## src/rtl/xram_ctrl.sv

```systemverilog
// Byte-wide initiator for the external 16-bit async SRAM: address/strobe/lane sequencing.
// Optional one-word read buffer enabled by defining XRAM_WORDBUF_EN.
module xram_ctrl #(
  parameter int SETUP_CYC = 1,
  parameter int PULSE_CYC = 2,
  parameter int RECOV_CYC = 1
) (
  input  logic        clk,
  input  logic        reset,
  input  logic        req,
  input  logic        wr,
  input  logic [16:0] addr,
  input  logic [7:0]  wdata,
  output logic [7:0]  rdata,
  output logic        ack,
  output logic        busy,
  output logic [15:0] xa,
  output logic [7:0]  xdo,
  input  logic [15:0] xdi,
  output logic        xoe,
  output logic        xwe,
  output logic        xble,
  output logic        xbhe
);

  typedef enum logic [2:0] {
    IDLE, SETUP, STROBE, RECOV
`ifdef XRAM_WORDBUF_EN
    , HIT
`endif
  } state_t;

  localparam logic [3:0] SETUP_LD = 4'(SETUP_CYC);
  localparam logic [3:0] PULSE_LD = 4'(PULSE_CYC);
  localparam logic [3:0] RECOV_LD = 4'(RECOV_CYC);

  state_t      state;
  logic [3:0]  cnt;
  logic        wr_q;
  logic        lane_q;
  logic        accept;
  logic [7:0]  rd_byte;

`ifdef XRAM_WORDBUF_EN
  logic        buf_valid;
  logic [15:0] buf_tag;
  logic [15:0] buf_data;
  logic        tag_match;
  assign tag_match = buf_valid && (buf_tag == addr[16:1]);
`endif

  // The last recovery cycle doubles as an idle slot so back-to-back accepts
  // land every SETUP+PULSE+RECOV cycles.
  assign accept  = req && ((state == IDLE) || ((state == RECOV) && (cnt == 4'd1)));
  assign busy    = (state != IDLE);
  assign rd_byte = lane_q ? xdi[15:8] : xdi[7:0];

  always_ff @(posedge clk) begin
    if (!reset) begin
      state  <= IDLE;
      cnt    <= 4'd0;
      wr_q   <= 1'b0;
      lane_q <= 1'b0;
      xa     <= 16'd0;
      xdo    <= 8'd0;
      rdata  <= 8'd0;
      ack    <= 1'b0;
      xoe    <= 1'b1;
      xwe    <= 1'b1;
      xble   <= 1'b1;
      xbhe   <= 1'b1;
`ifdef XRAM_WORDBUF_EN
      buf_valid <= 1'b0;
      buf_tag   <= 16'd0;
      buf_data  <= 16'd0;
`endif
    end else begin
      ack <= 1'b0;
      if (accept) begin
        wr_q   <= wr;
        lane_q <= addr[0];
`ifdef XRAM_WORDBUF_EN
        if (wr && tag_match) begin
          if (addr[0]) buf_data[15:8] <= wdata;
          else         buf_data[7:0]  <= wdata;
        end
        if (!wr && tag_match) state <= HIT;
        else
`endif
        begin
          state <= SETUP;
          cnt   <= SETUP_LD;
          xa    <= addr[16:1];
          xdo   <= wdata;
          xble  <= addr[0];
          xbhe  <= !addr[0];
        end
      end else begin
        case (state)
          SETUP: begin
            if (cnt == 4'd1) begin
              state <= STROBE;
              cnt   <= PULSE_LD;
              xoe   <= wr_q;
              xwe   <= !wr_q;
            end else begin
              cnt <= cnt - 4'd1;
            end
          end
          STROBE: begin
            if (cnt == 4'd1) begin
              xoe  <= 1'b1;
              xwe  <= 1'b1;
              xble <= 1'b1;
              xbhe <= 1'b1;
              ack  <= 1'b1;
              if (!wr_q) begin
                rdata <= rd_byte;
`ifdef XRAM_WORDBUF_EN
                buf_valid <= 1'b1;
                buf_tag   <= xa;
                buf_data  <= xdi;
`endif
              end
              cnt   <= RECOV_LD;
              state <= (RECOV_CYC == 0) ? IDLE : RECOV;
            end else begin
              cnt <= cnt - 4'd1;
            end
          end
          RECOV: begin
            if (cnt == 4'd1) state <= IDLE;
            else             cnt   <= cnt - 4'd1;
          end
`ifdef XRAM_WORDBUF_EN
          HIT: begin
            state <= IDLE;
            ack   <= 1'b1;
            rdata <= lane_q ? buf_data[15:8] : buf_data[7:0];
          end
`endif
          default: ;
        endcase
      end
    end
  end

endmodule

```

## config.mk

```make
export PLATFORM = sky130hd
export DESIGN_NAME = xram_ctrl
export DESIGN_NICKNAME = d
export VERILOG_FILES = /design/src/rtl/xram_ctrl.sv
export SDC_FILE = /design/constraint.sdc
export NUM_CORES = 1
export LEC_CHECK = 0
export CAP_MARGIN = 5
export CORE_MARGIN = 4
export CORE_UTILIZATION = 39
export DETAILED_ROUTE_END_ITERATION = 7
export PLACE_DENSITY = 0.76
export SLEW_MARGIN = 20
export SYNTH_ARGS = -nofsm -noshare
export SYNTH_HDL_FRONTEND = slang
export SYNTH_SLANG_ARGS = --single-unit
```

## constraint.sdc

```tcl
create_clock -name clk -period 1.5 [get_ports clk]
set_input_delay 0.3 -clock clk [delete_from_list [all_inputs] [get_ports clk]]
set_output_delay 0.3 -clock clk [all_outputs]
set_load 0.02 [all_outputs]
```

==> results.yml, run 1 <==
timing:
  worst_pin_slew_ns: 0.312
  maxSlewViolCount: 0
  slew_headroom_pct: 78.9
  min_period_ns: 1.61
  hold_ws_ns: 0.457
  grt_setup_unrepaired: "yes"
  finClkSkew_ns: 0.00330
  fmax_mhz: 619
  finalCritPeriodShare_pct: 108
  setup_viol: 40
  layout_setup_ws_ns: -0.115
  hold_viol: 0
worst_setup_path:
  cp_max_fo: 7
  end_kind: "flip-flop"
  crit_required_ns: 1.70
  crit_type: "flip-flop to flip-flop"
  cp-start-kind: "flip-flop"
  max_stage_delay_ns: 0.34
  reg2reg_slack_ns: -0.11
  slowest_stage: "dfxtp_2"
  timing.critical_path.cells: "inv_2, ha_4, nor4bb_4, buf_4, o21ai_4, buf_6, nand3b_1, a21bo_2"
  worstPathArrival_ns: 1.82
placement:
  hpwl_um: 4140
  portBuffers: 82
  dp_cells: 392
  dp_slack_ns: -0.297
  routabilityCongestion: 0.844
clock_tree:
  clk_latency_ns: 0.30
  clk_path_buf_depth: 2
  cts_tree: "yes"
  htreeDepth: 2
  cts_root_buffer: "clkbuf_8"
  clk_pin_slew_ns: 0.09
  clock-sinks: 45
  cts_buffers: 5
  cts_hold_buffers: 0
final_layout:
  final_cells: 402
  final_common_cell: "clkdlybuf4s50_1"
  num_antenna_cells: 0
  fin_nets: 383
  drive_gt1_share_pct: 29.8
  final_cell_mix: "44 x clkdlybuf4s50_1, 42 x dfxtp_1, 38 x nand2_1"
  area.growth.synth_to_final_pct: 61.3
global_routing:
  grtUsageTotal_pct: 17.7
  grt_pass1_wl_um: 8890
  gr-usage-met2_pct: 31.2
  grt_use_met3_pct: 4.43
  grt_pass1_vias: 1953
  grt_max_degree: 21
  antenna_found_initial: 0
  use_met1_pct: 19.3
  busiest_layer: "met2"
  grt_remaining_overflow: 0
synth:
  synth_cell_types: 35
  ys_seq_area_share_pct: 43.1
  synth_ff_type: "dfxtp_1"
  synth-edff-count: 0
  synth_nets: 274
  synth-async-reset-ratio_pct: 0
  netlist_instances: 222
  synth_area_mm2: 0.00209
  synth-seq-cells: 45
  yosys_warnings: 0
  syn_avg_cell_area_um2: 9.41
floorplan:
  die_h_um: 81.2
  boundaryPins: 83
  core_area_mm2: 0.00514
  die_area_mm2: 0.00659
  start_util_pct: 40.7
  rows: 26
  fp.dieW_um: 81.2
routing:
  post-route-drc-count: 0
  drt_iter0_markers: 90
  finalWirelength_um: 5640
  first_pass_iters: 4
  ant_nets: 0
  via_count: 1925
  wire_per_inst_um: 14.0
  via_per_inst: 4.79
status:
  status: "complete, but fails checks"
  violations: "setup timing"
power:
  power_density_mw_per_mm2: 1130
  p_leak_nw: 1.48
  ir_worst_vdd_mv: 0.705
  power_w: 0.00380
worst_hold_path:
  min_path_type: "flip-flop to flip-flop"
run:
  max-cap-violations: 0
-- final timing paths --
path         endpoint  startpoint  depth (start not counted)
max              xbhe      cnt[1]                          8
min             xa[7]       xa[7]                          2
min reg2reg     xa[7]       xa[7]                          2
max reg2reg      xbhe      cnt[1]                          8
-- Yosys cell counts, types with 2 or more instances --
library cell	count	area share, %
nor2_1	9	1.6
nor3_1	5	1.2
ha_1	7	4.2
o21ai_0	6	1.4
dfxtp_1	45	43
o21a_1	2	0.72
nand3_1	9	2.2
nor3b_1	3	1.1
or3_1	2	0.60
a21boi_0	4	1.4
clkbuf_1	6	1.1
a21oi_1	4	0.96
inv_1	5	0.90
buf_6	5	2.7
nor2b_1	3	0.90
a21boi_1	3	1.1
a21boi_2	20	11
mux2i_1	8	3.8
o211a_1	8	3.8
nand2_1	53	9.5
-- where the power goes --
part,total (W),internal (W),switching [W]
registers,0.00145,0.00135,0.000104
clock network,0.000765,0.000331,0.000435
logic,0.00159,0.000772,0.000814
-- registers in the layout (all words and copies together) (netlist names) --
name / count
xa: 16
rdata: 8
xdo: 8
cnt: 4
state: 2
ack: 1
lane_q: 1
wr_q: 1
xbhe: 1
xble: 1
xoe: 1
xwe: 1
-- through the flow --
step           TNS [ns]  util, %  area [um2]
2_1_floorplan     -1.32        -        2150
3_3_place_gp      -5.31     62.5        3210
3_5_place_dp      -7.05     62.5        3210
4_1_cts           -1.58     65.1        3350
5_1_grt           -6.24     65.6        3370
6_report          -1.73     65.6        3370
-- layer usage --
metal / part of all wire, % / routed length, um
met1: 41 / 2310
met2: 51 / 2880
met3: 5.8 / 327
met4: 2.1 / 117
met5: 0 / 0
-- worst max-delay path: cells and delay by family (launching register included) --
kind                       cells  cell delay, ns
and+or+nand+nor                2            0.23
adders and majority gates      1            0.16
AOI/OAI and AO/OA              2            0.43
buffers and inverters          3            0.36
DFF                            1            0.34
-- cell type report --
cell class	count	area [um2]
Clock inverter	3	21.3
Clock buffer	5	68.8
Timing Repair Buffer	114	1060
Multi-Input combinational cell	160	1200
Inverter	5	18.8
Fill cell	459	1770
Sequential cell	45	910
Tap cell	70	87.6
-- repair_timing --
item	4_1_cts	5_1_grt
setup endpoints to repair	83	46
hold endpoints to repair	0	0
pin swaps	6	4
buffers inserted	1	1
resized for setup	70	7
-- kinds of logic after synthesis --
group	synth area share [%]
AO/OA/AOI/OAI	22.9
AND/OR/NAND/NOR	20.7
buffers and inverters	4.85
multiplexers	3.83
flip-flops	43.1
XOR/XNOR	0.419
adder cells (fa/ha/maj)	4.19
No activity file was read; power rests on OpenSTA's default activity.
==> run 2: changes to the inputs <==
--- a/config.mk
+++ b/config.mk
@@ -7,9 +7,9 @@
 export LEC_CHECK = 0
 export CAP_MARGIN = 5
 export CORE_MARGIN = 4
-export CORE_UTILIZATION = 39
+export CORE_UTILIZATION = 40
 export DETAILED_ROUTE_END_ITERATION = 7
-export PLACE_DENSITY = 0.76
+export PLACE_DENSITY = 0.75
 export SLEW_MARGIN = 20
 export SYNTH_ARGS = -nofsm -noshare
 export SYNTH_HDL_FRONTEND = slang
==> constraint.sdc (replaced) <==
create_clock -name clk -period 1.9 [get_ports clk]
set_input_delay 0.38 -clock clk [delete_from_list [all_inputs] [get_ports clk]]
set_output_delay 0.38 -clock clk [all_outputs]
set_load 0.02 [all_outputs]
==> results.yml, run 2 (same netlist as run 1, synthesis figures left out) <==
status:
  status: "finished clean"
placement:
  dp_cells: 374
  routabilityCongestion: 0.885
  hpwl_um: 3750
  placed_area_mm2: 0.00302
  portBuffers: 82
  dp_slack_ns: 0.144
floorplan:
  core_area_mm2: 0.00507
  fp.dieW_um: 80.3
  die_h_um: 80.3
  boundaryPins: 83
  start_util_pct: 41.2
  die_area_mm2: 0.00644
  rows: 26
worst_setup_path:
  cp_max_fo: 4
  cp-start-kind: "flip-flop"
  crit_family: "buffers and inverters"
  worstPathArrival_ns: 1.46
  reg2reg_depth: 7
  crit_type: "flip-flop to output port"
  crit_required_ns: 1.52
  cpMostUsedCell: "inv_1"
  timing.critical_path.cells: "inv_1, ha_1, inv_1, dlygate4sd2_1"
  slowest_stage: "dfxtp_1"
  max_stage_delay_ns: 0.37
  cp.depth: 4
  reg2reg_slack_ns: 0.10
  crit_start: "state[0]"
  crit_buf_inv: 3
  reg2reg_from: "cnt[1]"
  end_kind: "output port"
global_routing:
  grtUsageTotal_pct: 15.9
  grt_remaining_overflow: 0
  grt_max_degree: 29
  grt_pass1_wl_um: 8020
  grt_pass1_vias: 1766
  antenna_found_initial: 0
routing:
  post-route-drc-count: 0
  first_pass_iters: 4
  finalWirelength_um: 5130
  drt_iter0_markers: 89
  via_per_inst: 4.85
  ant_nets: 0
  via_count: 1854
  wire_per_inst_um: 13.4
run:
  max-cap-violations: 0
clock_tree:
  clock-sinks: 45
  htreeDepth: 2
  cts_tree: "yes"
  clk_path_buf_depth: 2
  cts_root_buffer: "clkbuf_8"
  clk_latency_ns: 0.30
  cts_buffers: 5
  clk_pin_slew_ns: 0.09
final_layout:
  register_area_um2: 901
  final_cell_mix: "81 x clkdlybuf4s50_1, 53 x nand2_1, 45 x dfxtp_1"
  num_antenna_cells: 0
  fin_nets: 363
  multi_input_area_mm2: 0.00110
  final_cells: 382
  top_register: "xa"
  drive_gt1_share_pct: 14.4
  top_regs: "xa (16), rdata (8), xdo (8)"
  area.growth.synth_to_final_pct: 50.5
  largest_reg_flops: 16
  final_cell_area_mm2: 0.00315
  fillers: 452
  final_common_cell: "clkdlybuf4s50_1"
timing:
  maxSlewViolCount: 0
  finalCritPeriodShare_pct: 97.1
  slew_headroom_pct: 65.5
  fmax_mhz: 542
  hold_viol: 0
  worst_pin_slew_ns: 0.517
  setup_viol: 0
  finClkSkew_ns: 0.00809
  layout_setup_ws_ns: 0.0556
  min_period_ns: 1.84
worst_hold_path:
  hold_start: "xa[11]"
  min_path_type: "flip-flop to flip-flop"
  hold_depth: 2
power:
  power_density_mw_per_mm2: 919
  p_leak_nw: 1.25
  ir_worst_vdd_mv: 0.395
  power_w: 0.00289
run 2: cell count changes in the layout (fill, tap and decap cells not counted), sizes merged:
| cell | before | now |
|---|---|---|
| clkinvlp | 1 | 0 |
| clkdlybuf4s50 | 44 | 81 |
| dlygate4sd2 | 37 | 1 |
| clkbuf | 5 | 7 |
| buf | 33 | 12 |
| clkinv | 1 | 0 |
run 2: worst paths after layout:
path | endpoint
worst min-delay path | xa[11]
worst max register to register | rdata[0]
worst min register to register | xa[11]
worst max-delay path | busy
run 2: worst reg2reg max path, delay by kind of cell (launching register included):
| kind | cells | cell delay [ns] |
|---|---|---|
| and+or+nand+nor | 2 | 0.44 |
| AOI/OAI and AO/OA | 2 | 0.42 |
| DFF | 1 | 0.33 |
| buffers and inverters | 2 | 0.26 |
| adders and majority gates | 1 | 0.24 |
run 2: what timing repair did:
action                     4_1_cts  5_1_grt
setup buffers                    0        0
hold buffers                     0        0
cloned                           0        0
resized for setup                1        5
setup endpoints to repair        1       20
run 2: cell type report:
type | count | area share (%)
tap | 70 | 2.78
inverter | 5 | 0.597
clock buffer | 7 | 3.06
multi-input combinational | 160 | 35.0
clock inverter | 1 | 0.278
sequential | 45 | 28.6
timing repair buffer | 94 | 29.7
run 2: through the flow:
step / hold slack (ns) / utilization, % / TNS (ns)
floorplan: 0.459 / - / 0
detailed placement: 0.455 / 59.5 / 0
global route: 0.482 / 62.0 / -0.410
CTS: 0.468 / 61.5 / 0
global placement: 0.446 / 59.5 / 0
finish: 0.464 / 62.0 / 0
run 2: where the power goes:
group | internal, W | switching, W
clock | 0.000336 | 0.000346
combinational | 0.000516 | 0.000545
sequential | 0.00106 | 0.0000898
run 2: metal layers:
metal	global-route usage, %	vias to the layer above	share of wire, %
li1	-	939	-
met1	19.1	849	44
met2	26.9	59	48
met3	4.37	7	6.7
met4	5.91	0	1.1
met5	0	-	0
==> run 3: changes to the inputs <==
--- a/config.mk
+++ b/config.mk
@@ -8,6 +8,7 @@
 export CAP_MARGIN = 5
 export CORE_MARGIN = 4
 export CORE_UTILIZATION = 40
+export CTS_CLUSTER_DIAMETER = 30
 export DETAILED_ROUTE_END_ITERATION = 7
 export PLACE_DENSITY = 0.75
 export SLEW_MARGIN = 20
==> results of run 3 <==
The final DEF is identical to that of run 2; final timing and power are the same.
